$ cat config.mk
export PLATFORM = sky130hd
export DESIGN_NAME = seq_mult_ctrl
export DESIGN_NICKNAME = d
export VERILOG_FILES = /design/src/rtl/seq_mult_pkg.sv /design/src/rtl/mult_add_row.sv /design/src/rtl/seq_mult_ctrl.sv
export SDC_FILE = /design/constraint.sdc
export NUM_CORES = 1
export LEC_CHECK = 0
export ABC_AREA = 1
export BUFFER_PORTS_ARGS = -buffer_cell sky130_fd_sc_hd__buf_2
export CAP_MARGIN = 20
export CORE_MARGIN = 2
export CORE_UTILIZATION = 50
export CTS_CLUSTER_SIZE = 8
export DETAILED_ROUTE_END_ITERATION = 10
export PLACE_DENSITY = 0.73
export SLEW_MARGIN = 40
export SYNTH_ARGS = -nofsm -noshare
export SYNTH_HDL_FRONTEND = slang
export SYNTH_SLANG_ARGS = --single-unit
$ cat constraint.sdc
create_clock -name clk -period 2.4 [get_ports clk]
set_input_delay 0.12 -clock clk [delete_from_list [all_inputs] [get_ports clk]]
set_output_delay 0.12 -clock clk [all_outputs]
set_load 0.05 [all_outputs]
$ cat src/rtl/seq_mult_pkg.sv
// Shared types and width helpers for the sequential shift-and-add multiplier.
// Holds the controller state enum, the counter-width and product-width functions.
package seq_mult_pkg;

   typedef enum logic [1:0] {
      IDLE = 2'd0,
      RUN  = 2'd1,
      DONE = 2'd2
   } state_t;

   // Counter must represent 0..qw, hence clog2(qw+1).
   function automatic int cnt_w(input int qw);
      return (qw < 1) ? 1 : $clog2(qw + 1);
   endfunction

   function automatic int prod_w(input int mkw, input int qw);
      return mkw + qw;
   endfunction

endpackage

$ cat src/rtl/mult_add_row.sv
// One AND-gated adder row: sum = hi + (lsb ? mk_r : 0), ripple of full adders.
// Ports: mk_r (MK_W), lsb (1), hi (MK_W) in; sum (MK_W+1, incl. carry out) out.
module mult_add_row #(
   parameter int MK_W = 3
) (
   input  logic [MK_W-1:0] mk_r,
   input  logic            lsb,
   input  logic [MK_W-1:0] hi,
   output logic [MK_W:0]   sum
);

   logic [MK_W:0]   c;
   logic [MK_W-1:0] pp;

   assign c[0] = 1'b0;

   for (genvar i = 0; i < MK_W; i++) begin : g_fa
      assign pp[i]   = mk_r[i] & lsb;
      assign sum[i]  = hi[i] ^ pp[i] ^ c[i];
      assign c[i+1]  = (hi[i] & pp[i]) | (c[i] & (hi[i] ^ pp[i]));
   end

   assign sum[MK_W] = c[MK_W];

endmodule

$ cat src/rtl/seq_mult_ctrl.sv
// Iterative MK_W x Q_W unsigned multiplier with start/busy/done handshake.
// Ports: clk, rst (sync, active-high), start, mk, q in; busy, done, product out.
// Build option SEQ_MULT_EARLY_EXIT_EN: finish as soon as remaining q bits are zero.
module seq_mult_ctrl
   import seq_mult_pkg::*;
#(
   parameter int MK_W = 3,
   parameter int Q_W  = 2
) (
   input  logic                 clk,
   input  logic                 rst,
   input  logic                 start,
   input  logic [MK_W-1:0]      mk,
   input  logic [Q_W-1:0]       q,
   output logic                 busy,
   output logic                 done,
   output logic [MK_W+Q_W-1:0]  product
);

   localparam int CW  = cnt_w(Q_W);
   localparam int P_W = prod_w(MK_W, Q_W);

   state_t state, nxt_state;

   logic [MK_W-1:0] mk_r;
   // The accumulator's top bit is always zero after the shift, so only
   // the MK_W bits that feed the adder row are stored.
   logic [MK_W-1:0] hi;
   logic [Q_W-1:0]  lo;
   logic [CW-1:0]   cnt;

   logic [MK_W:0]   sum;
   logic [P_W-1:0]  nxt;
   logic [P_W-1:0]  fin;
   logic            last;

   mult_add_row #(
      .MK_W(MK_W)
   ) u_row (
      .mk_r (mk_r),
      .lsb  (lo[0]),
      .hi   (hi),
      .sum  (sum)
   );

   // One step: {sum,lo} shifted right by one.
   assign nxt = P_W'({sum, lo} >> 1);

`ifdef SEQ_MULT_EARLY_EXIT_EN
   logic [CW-1:0] shamt;
   logic          rem;

   // Remaining multiplier bits after this step are lo[Q_W-1-cnt:1].
   always_comb begin
      rem = 1'b0;
      for (int i = 1; i < Q_W; i++) begin
         if ((i <= Q_W - 1 - int'(cnt)) && lo[i]) rem = 1'b1;
      end
   end

   // Apply all outstanding right shifts at once.
   assign shamt = CW'(Q_W) - cnt;
   assign fin   = P_W'({sum, lo} >> shamt);
   assign last  = ~rem;
`else
   assign fin  = nxt;
   assign last = (cnt == CW'(Q_W - 1));
`endif

   always_ff @(posedge clk) begin
      if (rst) state <= IDLE;
      else     state <= nxt_state;
   end

   always_comb begin
      nxt_state = state;
      unique case (state)
         IDLE:    nxt_state = start ? RUN : IDLE;
         RUN:     nxt_state = last ? DONE : RUN;
         DONE:    nxt_state = start ? RUN : IDLE;
         default: nxt_state = IDLE;
      endcase
   end

   always_comb begin
      busy = (state == RUN);
      done = (state == DONE);
   end

   always_ff @(posedge clk) begin
      if (rst) begin
         mk_r    <= '0;
         hi      <= '0;
         lo      <= '0;
         cnt     <= '0;
         product <= '0;
      end else begin
         unique case (state)
            IDLE, DONE: begin
               if (start) begin
                  mk_r <= mk;
                  hi   <= '0;
                  lo   <= q;
                  cnt  <= '0;
               end
            end
            RUN: begin
               hi  <= nxt[P_W-1:Q_W];
               lo  <= nxt[Q_W-1:0];
               cnt <= cnt + CW'(1);
               if (last) product <= fin;
            end
            default: ;
         endcase
      end
   end

endmodule

==> flow_summary.json, run 1 <==
{
  "outcome": "completed",
  "wl_um": 1387,
  "std_cell_rows": 14,
  "cts_hold_buf": 0,
  "worst_slack_ns": 0.6097,
  "h-tree-depth": 1,
  "fp.dieH_um": 43.33,
  "yosysUniqueCellTypes": 17,
  "route.met3.wl_um": 52,
  "post-cts-setup-buffers": 0,
  "drt_iter0_drc": 10,
  "drive_gt1_frac": 0.1724,
  "max-clock-path-buffers": 2,
  "drv_slew": 0,
  "period_share": 0.7460,
  "cts_buffers": 3,
  "hold_path.class": "input pin to flip-flop",
  "finalSetupTns_ns": 0,
  "wl_per_cell_um": 10.51,
  "numClockSinks": 17,
  "gp_congestion": 0.7868,
  "cts_tree": "built",
  "clk_pin_slew_ns": 0.10,
  "cp-start-kind": "flip-flop",
  "vias_per_cell": 4.841,
  "grt-ovfl-total": 0,
  "firstDrtPassIters": 4,
  "post-route-util": 0.5859,
  "grt_pass1_wl_um": 2263,
  "grt_max_degree": 15,
  "cp_common_cell": "inv_1",
  "vias": 639,
  "die-area_um2": 1877,
  "arrival_ns": 2.01,
  "fin_worst_skew_ns": 0.005296,
  "route.met2.wl_um": 628,
  "cts_resized": 0,
  "synth_nets": 113,
  "ys_ff_latch": 17,
  "die_x_um": 43.33,
  "seq_area_frac_synth": 0.4401,
  "hpwlAfterDp_um": 998.1,
  "setup.worst_path.class": "flip-flop to flip-flop",
  "rsz0062_at_grt": "false",
  "synthCells": 101,
  "initial_utilization": 0.5255,
  "grt_pass1_vias": 543,
  "synth_area_um2": 773.2,
  "portBuffers": 14,
  "antennaDiodeCount": 0,
  "wl_met1_um": 695,
  "avgSynthCellArea_um2": 7.656,
  "route.detailed.drc": 0,
  "p_leak_nw": 0.4169,
  "track_usage": 0.1639,
  "ir_worst_vdd_mv": 0.2912,
  "p_per_area_nw_per_um2": 635.7,
  "clkLatencyLatePin_ns": 0.28,
  "cpMaxStageDelayCell": "fa_1",
  "num_io_pins": 15,
  "endpoint_kind": "flip-flop",
  "crit_required_ns": 2.62,
  "yosysWarnings": 0,
  "final.min_clock_period_ns": 1.790,
  "area_growth_pct": 11.49,
  "setup_violations": 0,
  "max_stage_delay_ns": 0.45,
  "nets": 129,
  "cp_max_fo": 4,
  "whs_ns": 0.06203,
  "ant_nets": 0,
  "cp_cell_sequence": "nand2_1 -> inv_1 -> ha_1 -> inv_1 -> fa_1 -> fa_1 -> inv_1 -> nand2_1 -> a21oi_1",
  "final.fill_count": 147,
  "top_layer": "met4",
  "tightest_slew_ns": 0.3264,
  "pre_cts_ws_ns": 0.6048,
  "core_area_um2": 1471,
  "cts_root_buf": "clkbuf_4",
  "hold_viol": 0,
  "antenna_found_initial": 0,
  "max-cap-violations": 0,
  "max-slew-margin-rel": 0.7822,
  "max_freq_ghz": 0.5586
}
-- layout make-up --
type                            count  area, um^2  area share
Clock buffer                        4       26.28     0.03048
Inverter                           18       67.56     0.07837
Multi-Input combinational cell     63       337.8      0.3919
Sequential cell                    17       340.3      0.3948
Tap cell                           16       20.02     0.02322
Timing Repair Buffer               14       70.07     0.08128
-- per-stage QoR --
stage	std cells	total power, mW	cell area [um^2]
after CTS	132	0.5537	862.1
after global routing	132	0.5773	862.1
after detailed placement	128	0.4047	835.8
after global placement	128	0.4015	835.8
after floorplan	101	0.3878	773.2
final	132	0.5481	862.1
-- logic make-up (layout without fill, tap and decap cells) --
family          Yosys count  after routing  share of synthesized area
simple gates             44             44                     0.2557
compound gates           15             15                    0.09708
fa+ha+maj                 4              4                    0.08414
buf+inv                  21             36                     0.1230
flops                    17             17                     0.4401
-- state kept, by name (all words and copies together), names as in the netlist --
signal,flops
hi,3
cnt,2
product,5
lo,2
state,2
mk_r,3
-- power breakdown --
group          total (mW)  leakage [nW]  switching, mW  internal [mW]
combinational      0.0893         0.263         0.0604         0.0289
clock               0.150        0.0150         0.0860         0.0645
sequential          0.308         0.139         0.0108          0.297
total               0.548         0.417          0.157          0.391
-- worst max-delay path: cells and delay by family (launching register included) --
| family | cells | cell delay, ns |
|---|---|---|
| AND/OR/NAND/NOR | 2 | 0.11 |
| AO/OA/AOI/OAI | 1 | 0.14 |
| adder cells (fa/ha/maj) | 3 | 0.95 |
| flip-flops | 1 | 0.37 |
| buffers and inverters | 3 | 0.16 |
-- synthesized netlist by cell type --
cell,number,area [um^2]
buf_2,1,5.000
o21ai_1,1,5.000
inv_1,17,63.81
nand3b_1,1,7.510
o21ai_0,6,30.03
inv_2,1,3.750
buf_6,2,22.52
a21oi_1,8,40.04
nor2_4,1,11.26
nand3_1,13,65.06
nor2_1,9,33.78
ha_1,2,25.02
nand2_2,1,6.260
nor3_1,2,10.01
fa_1,2,40.04
nand2_1,17,63.81
dfxtp_1,17,340.3
-- path summary, 6_finish.rpt --
kind / endpoint / slack, ns / start / cells past startpoint
max reg2reg: hi[1]$_SDFFE_PP0P_ / 0.61 / lo[0]$_SDFFE_PP0P_ / 9
min reg2reg: product[1]$_SDFFE_PP0P_ / 0.46 / product[1]$_SDFFE_PP0P_ / 2
min: lo[1]$_SDFFE_PP0P_ / 0.06 / q[1] / 3
max: hi[1]$_SDFFE_PP0P_ / 0.61 / lo[0]$_SDFFE_PP0P_ / 9
-- placed cells by master, fill, tap and decap left out --
| cell | n |
|---|---|
| nand2_1 | 17 |
| inv_1 | 17 |
| dfxtp_1 | 17 |
| buf_2 | 14 |
| nand3_1 | 13 |
| nor2_1 | 9 |
| a21oi_1 | 8 |
| o21ai_0 | 6 |
| clkbuf_4 | 3 |
| nor3_1 | 2 |
| fa_1 | 2 |
| ha_1 | 2 |
| inv_2 | 1 |
| nor2_4 | 1 |
| nand2_2 | 1 |
| nand3b_1 | 1 |
| o21ai_1 | 1 |
| clkbuf_1 | 1 |
-- layer usage --
layer / vias up / track usage
li1: 349 / -
met1: 277 / 0.2175
met2: 11 / 0.2537
met3: 2 / 0.03830
met4: 0 / 0.07273
met5: - / 0
(Power assumes the default switching activity.)
==> run 2, diff against run 1 <==
--- a/config.mk
+++ b/config.mk
@@ -5,7 +5,7 @@
 export SDC_FILE = /design/constraint.sdc
 export NUM_CORES = 1
 export LEC_CHECK = 0
-export ABC_AREA = 1
+export ABC_AREA = 0
 export BUFFER_PORTS_ARGS = -buffer_cell sky130_fd_sc_hd__buf_2
 export CAP_MARGIN = 20
 export CORE_MARGIN = 2
==> constraint.sdc (replaced) <==
create_clock -name clk -period 1.8 [get_ports clk]
set_input_delay 0.09 -clock clk [delete_from_list [all_inputs] [get_ports clk]]
set_output_delay 0.09 -clock clk [all_outputs]
set_load 0.05 [all_outputs]
==> run 2 against run 1 <==
Compared with the run above: the run now ends with setup timing left; utilization grew 0.94 points; die area shrank 0.44%; non-clock buffer count grew 1.
==> flow_summary.json, run 2 <==
{
  "vias_per_cell": 5.241,
  "clk_pin_slew_ns": 0.10,
  "hp-start": "mk[2]",
  "cts_tree": "built",
  "arrival_ns": 2.04,
  "hold_path.class": "input pin to flip-flop",
  "crit_start": "lo[0]$_SDFFE_PP0P_",
  "ys_async_sr_fraction": 0,
  "yosysMostFrequentCell": "dfxtp_1",
  "final_cell_mix": "nor2_1 (15), dfxtp_1 (15), buf_2 (14)",
  "max-slew-margin-rel": 0.6991,
  "post-route-util": 0.5952,
  "wl_um": 1433,
  "synth_edf_count": 0,
  "synth_area_um2": 769.5,
  "nets": 105,
  "firstDrtPassIters": 3,
  "track_usage": 0.1751,
  "ir_worst_vdd_mv": 0.4692,
  "setup_violations": 2,
  "max_stage_delay_ns": 0.51,
  "final.min_clock_period_ns": 1.860,
  "grt_pass1_wl_um": 2366,
  "num_io_pins": 15,
  "std_cell_rows": 14,
  "reg_top3": "product: 5 flops, hi: 3 flops, mk_r: 3 flops",
  "cts_root_buf": "clkbuf_4",
  "total_power_mw": 0.7166,
  "gp_congestion": 0.7198,
  "crit_required_ns": 1.98,
  "regArea_um2": 342.8,
  "cpMaxStageDelayCell": "fa_1",
  "rr_startpoint": "lo[0]$_SDFFE_PP0P_",
  "holdPathStages": 3,
  "tightest_slew_ns": 0.4514,
  "ys_top_cells_by_area": "dfxtp_1 (44%), mux2i_1 (9.1%), nor2_1 (7.3%)",
  "drt_iter0_drc": 9,
  "setup.worst_path.class": "flip-flop to flip-flop",
  "dpl_cell_area_um2": 828.3,
  "synth_top_area_share": 0.4423,
  "violations": "setup timing",
  "hold_viol": 0,
  "clkLatencyLatePin_ns": 0.28,
  "antennaDiodeCount": 0,
  "wl_per_cell_um": 13.27,
  "final.fill_count": 139,
  "drv_slew": 0,
  "fp.dieH_um": 43.23,
  "max_freq_ghz": 0.5375,
  "yosysWarnings": 0,
  "seq_area_frac_synth": 0.4423,
  "r2r-end": "hi[1]$_SDFFE_PP0P_",
  "ys_ff_latch": 17,
  "numClockSinks": 17,
  "antenna_found_initial": 0,
  "period_share": 1.034,
  "p_per_area_nw_per_um2": 818.2,
  "crit_buf_inv": 1,
  "die_x_um": 43.23,
  "r2r_cells": 8,
  "stdcell_count": 108,
  "avgSynthCellArea_um2": 9.865,
  "cp_max_fo": 2,
  "die-area_um2": 1869,
  "grt_max_degree": 18,
  "max-cap-violations": 0,
  "place_inst": 104,
  "yosysTopAreaCell": "dfxtp_1",
  "p_leak_nw": 0.3623,
  "endpoint_kind": "flip-flop",
  "multiInputGateArea_um2": 390.4,
  "fin_worst_skew_ns": 0.008922,
  "synthCells": 78,
  "core_area_um2": 1471,
  "hold_path_end": "mk_r[2]$_SDFFE_PP0P_",
  "worst_path_dominant_cell_family": "adder cells",
  "synth_nets": 90,
  "ant_nets": 0,
  "route.detailed.drc": 0,
  "hpwlAfterDp_um": 970.2,
  "ys.flop_type": "dfxtp_1",
  "cts_buffers": 3,
  "max-clock-path-buffers": 2,
  "final_area_um2": 875.8,
  "outcome": "complete, but fails checks",
  "portBuffers": 14,
  "synth_commonest_cells": "dfxtp_1 (17), nor2_1 (15), mux2i_1 (7)",
  "yosysUniqueCellTypes": 23,
  "rsz0062_at_grt": "true",
  "cp_cell_sequence": "and2_4 -> ha_4 -> inv_2 -> fa_2 -> fa_1 -> nor3b_1 -> a31oi_1 -> nor2_1",
  "cp-start-kind": "flip-flop",
  "grt_pass1_vias": 565,
  "initial_utilization": 0.5230,
  "grt-ovfl-total": 0,
  "worst_slack_ns": -0.06048,
  "area_growth_pct": 13.82,
  "regMostFlops": "product",
  "drive_gt1_frac": 0.2935,
  "vias": 566,
  "regToRegSetupSlack_ns": -0.06,
  "largest_reg_flops": 5,
  "h-tree-depth": 1
}
-- run 2: changes by cell type after synthesis, moves of 7 or more --
| cell | previous run | this run |
|---|---|---|
| nand2_1 | 17 | 2 |
| nand3_1 | 13 | 1 |
| inv_1 | 17 | 5 |
| a21oi_1 | 8 | 1 |
| mux2i_1 | 0 | 7 |
-- run 2: worst register-to-register path, stage by stage, from the launching register on --
cell	delay (ns)
dfxtp_2	0.35
and2_4	0.14
ha_4	0.12
inv_2	0.04
fa_2	0.34
fa_1	0.51
nor3b_1	0.05
a31oi_1	0.14
nor2_1	0.05
-- run 2: worst max path at each step --
stage / slack (ns) / end / cells past startpoint
2_1_floorplan: -0.002 / hi[1]$_SDFFE_PP0P_ / 8
3_3_place_gp: -0.009 / hi[1]$_SDFFE_PP0P_ / 8
3_5_place_dp: -0.06 / hi[1]$_SDFFE_PP0P_ / 8
4_1_cts: -0.05 / hi[1]$_SDFFE_PP0P_ / 8
5_1_grt: -0.13 / hi[1]$_SDFFE_PP0P_ / 8
6_report: -0.06 / hi[1]$_SDFFE_PP0P_ / 8
-- run 2: power breakdown --
part	internal (mW)	leakage (nW)	total [mW]	switching (mW)
combinational	0.0434	0.208	0.108	0.0649
sequential	0.395	0.139	0.408	0.0136
clock	0.0859	0.0150	0.200	0.114
-- run 2: kinds of logic (layout without fill, tap and decap cells) --
group                      Yosys count  count (layout)  synth area share
adders and majority gates            4               4           0.08455
muxes                                7               7           0.09106
DFF                                 17              17            0.4423
buffers and inverters               10              24           0.07966
AOI/OAI and AO/OA                   11              11            0.1041
and+or+nand+nor                     29              29            0.1984
-- run 2: layout make-up --
| type | instances | share of cell area |
|---|---|---|
| Sequential cell | 17 | 0.3914 |
| Multi-Input combinational cell | 51 | 0.4457 |
| Clock buffer | 4 | 0.03000 |
| Timing Repair Buffer | 15 | 0.08857 |
| Tap cell | 16 | 0.02286 |
| Inverter | 5 | 0.02143 |
-- run 2: per-layer routing --
metal  vias up  track usage  share of wire
met5         -            0              0
met4         0      0.09697         0.0063
met3         2      0.04255          0.027
met2         8       0.3045           0.55
met1       268       0.1910           0.42
li1        288            -              -
-- run 2: repair_timing --
| item | 4_1_cts | 5_1_grt |
|---|---|---|
| setup buffers | 0 | 0 |
| endpoints found under the setup margin | 2 | 2 |
| pin swaps | 3 | 0 |
| hold buffers | 0 | 0 |
| gates resized for setup | 5 | 1 |
-- run 2: per-stage QoR --
| stage | setup slack, ns | setup TNS [ns] | hold slack (ns) |
|---|---|---|---|
| 2_1_floorplan | -0.001803 | -0.001803 | 0.2339 |
| 3_3_place_gp | -0.009159 | -0.009159 | 0.3231 |
| 3_5_place_dp | -0.06226 | -0.08626 | 0.3290 |
| 4_1_cts | -0.05338 | -0.08660 | 0.03139 |
| 5_1_grt | -0.1257 | -0.2410 | 0.04060 |
| 6_report | -0.06048 | -0.08967 | 0.03128 |
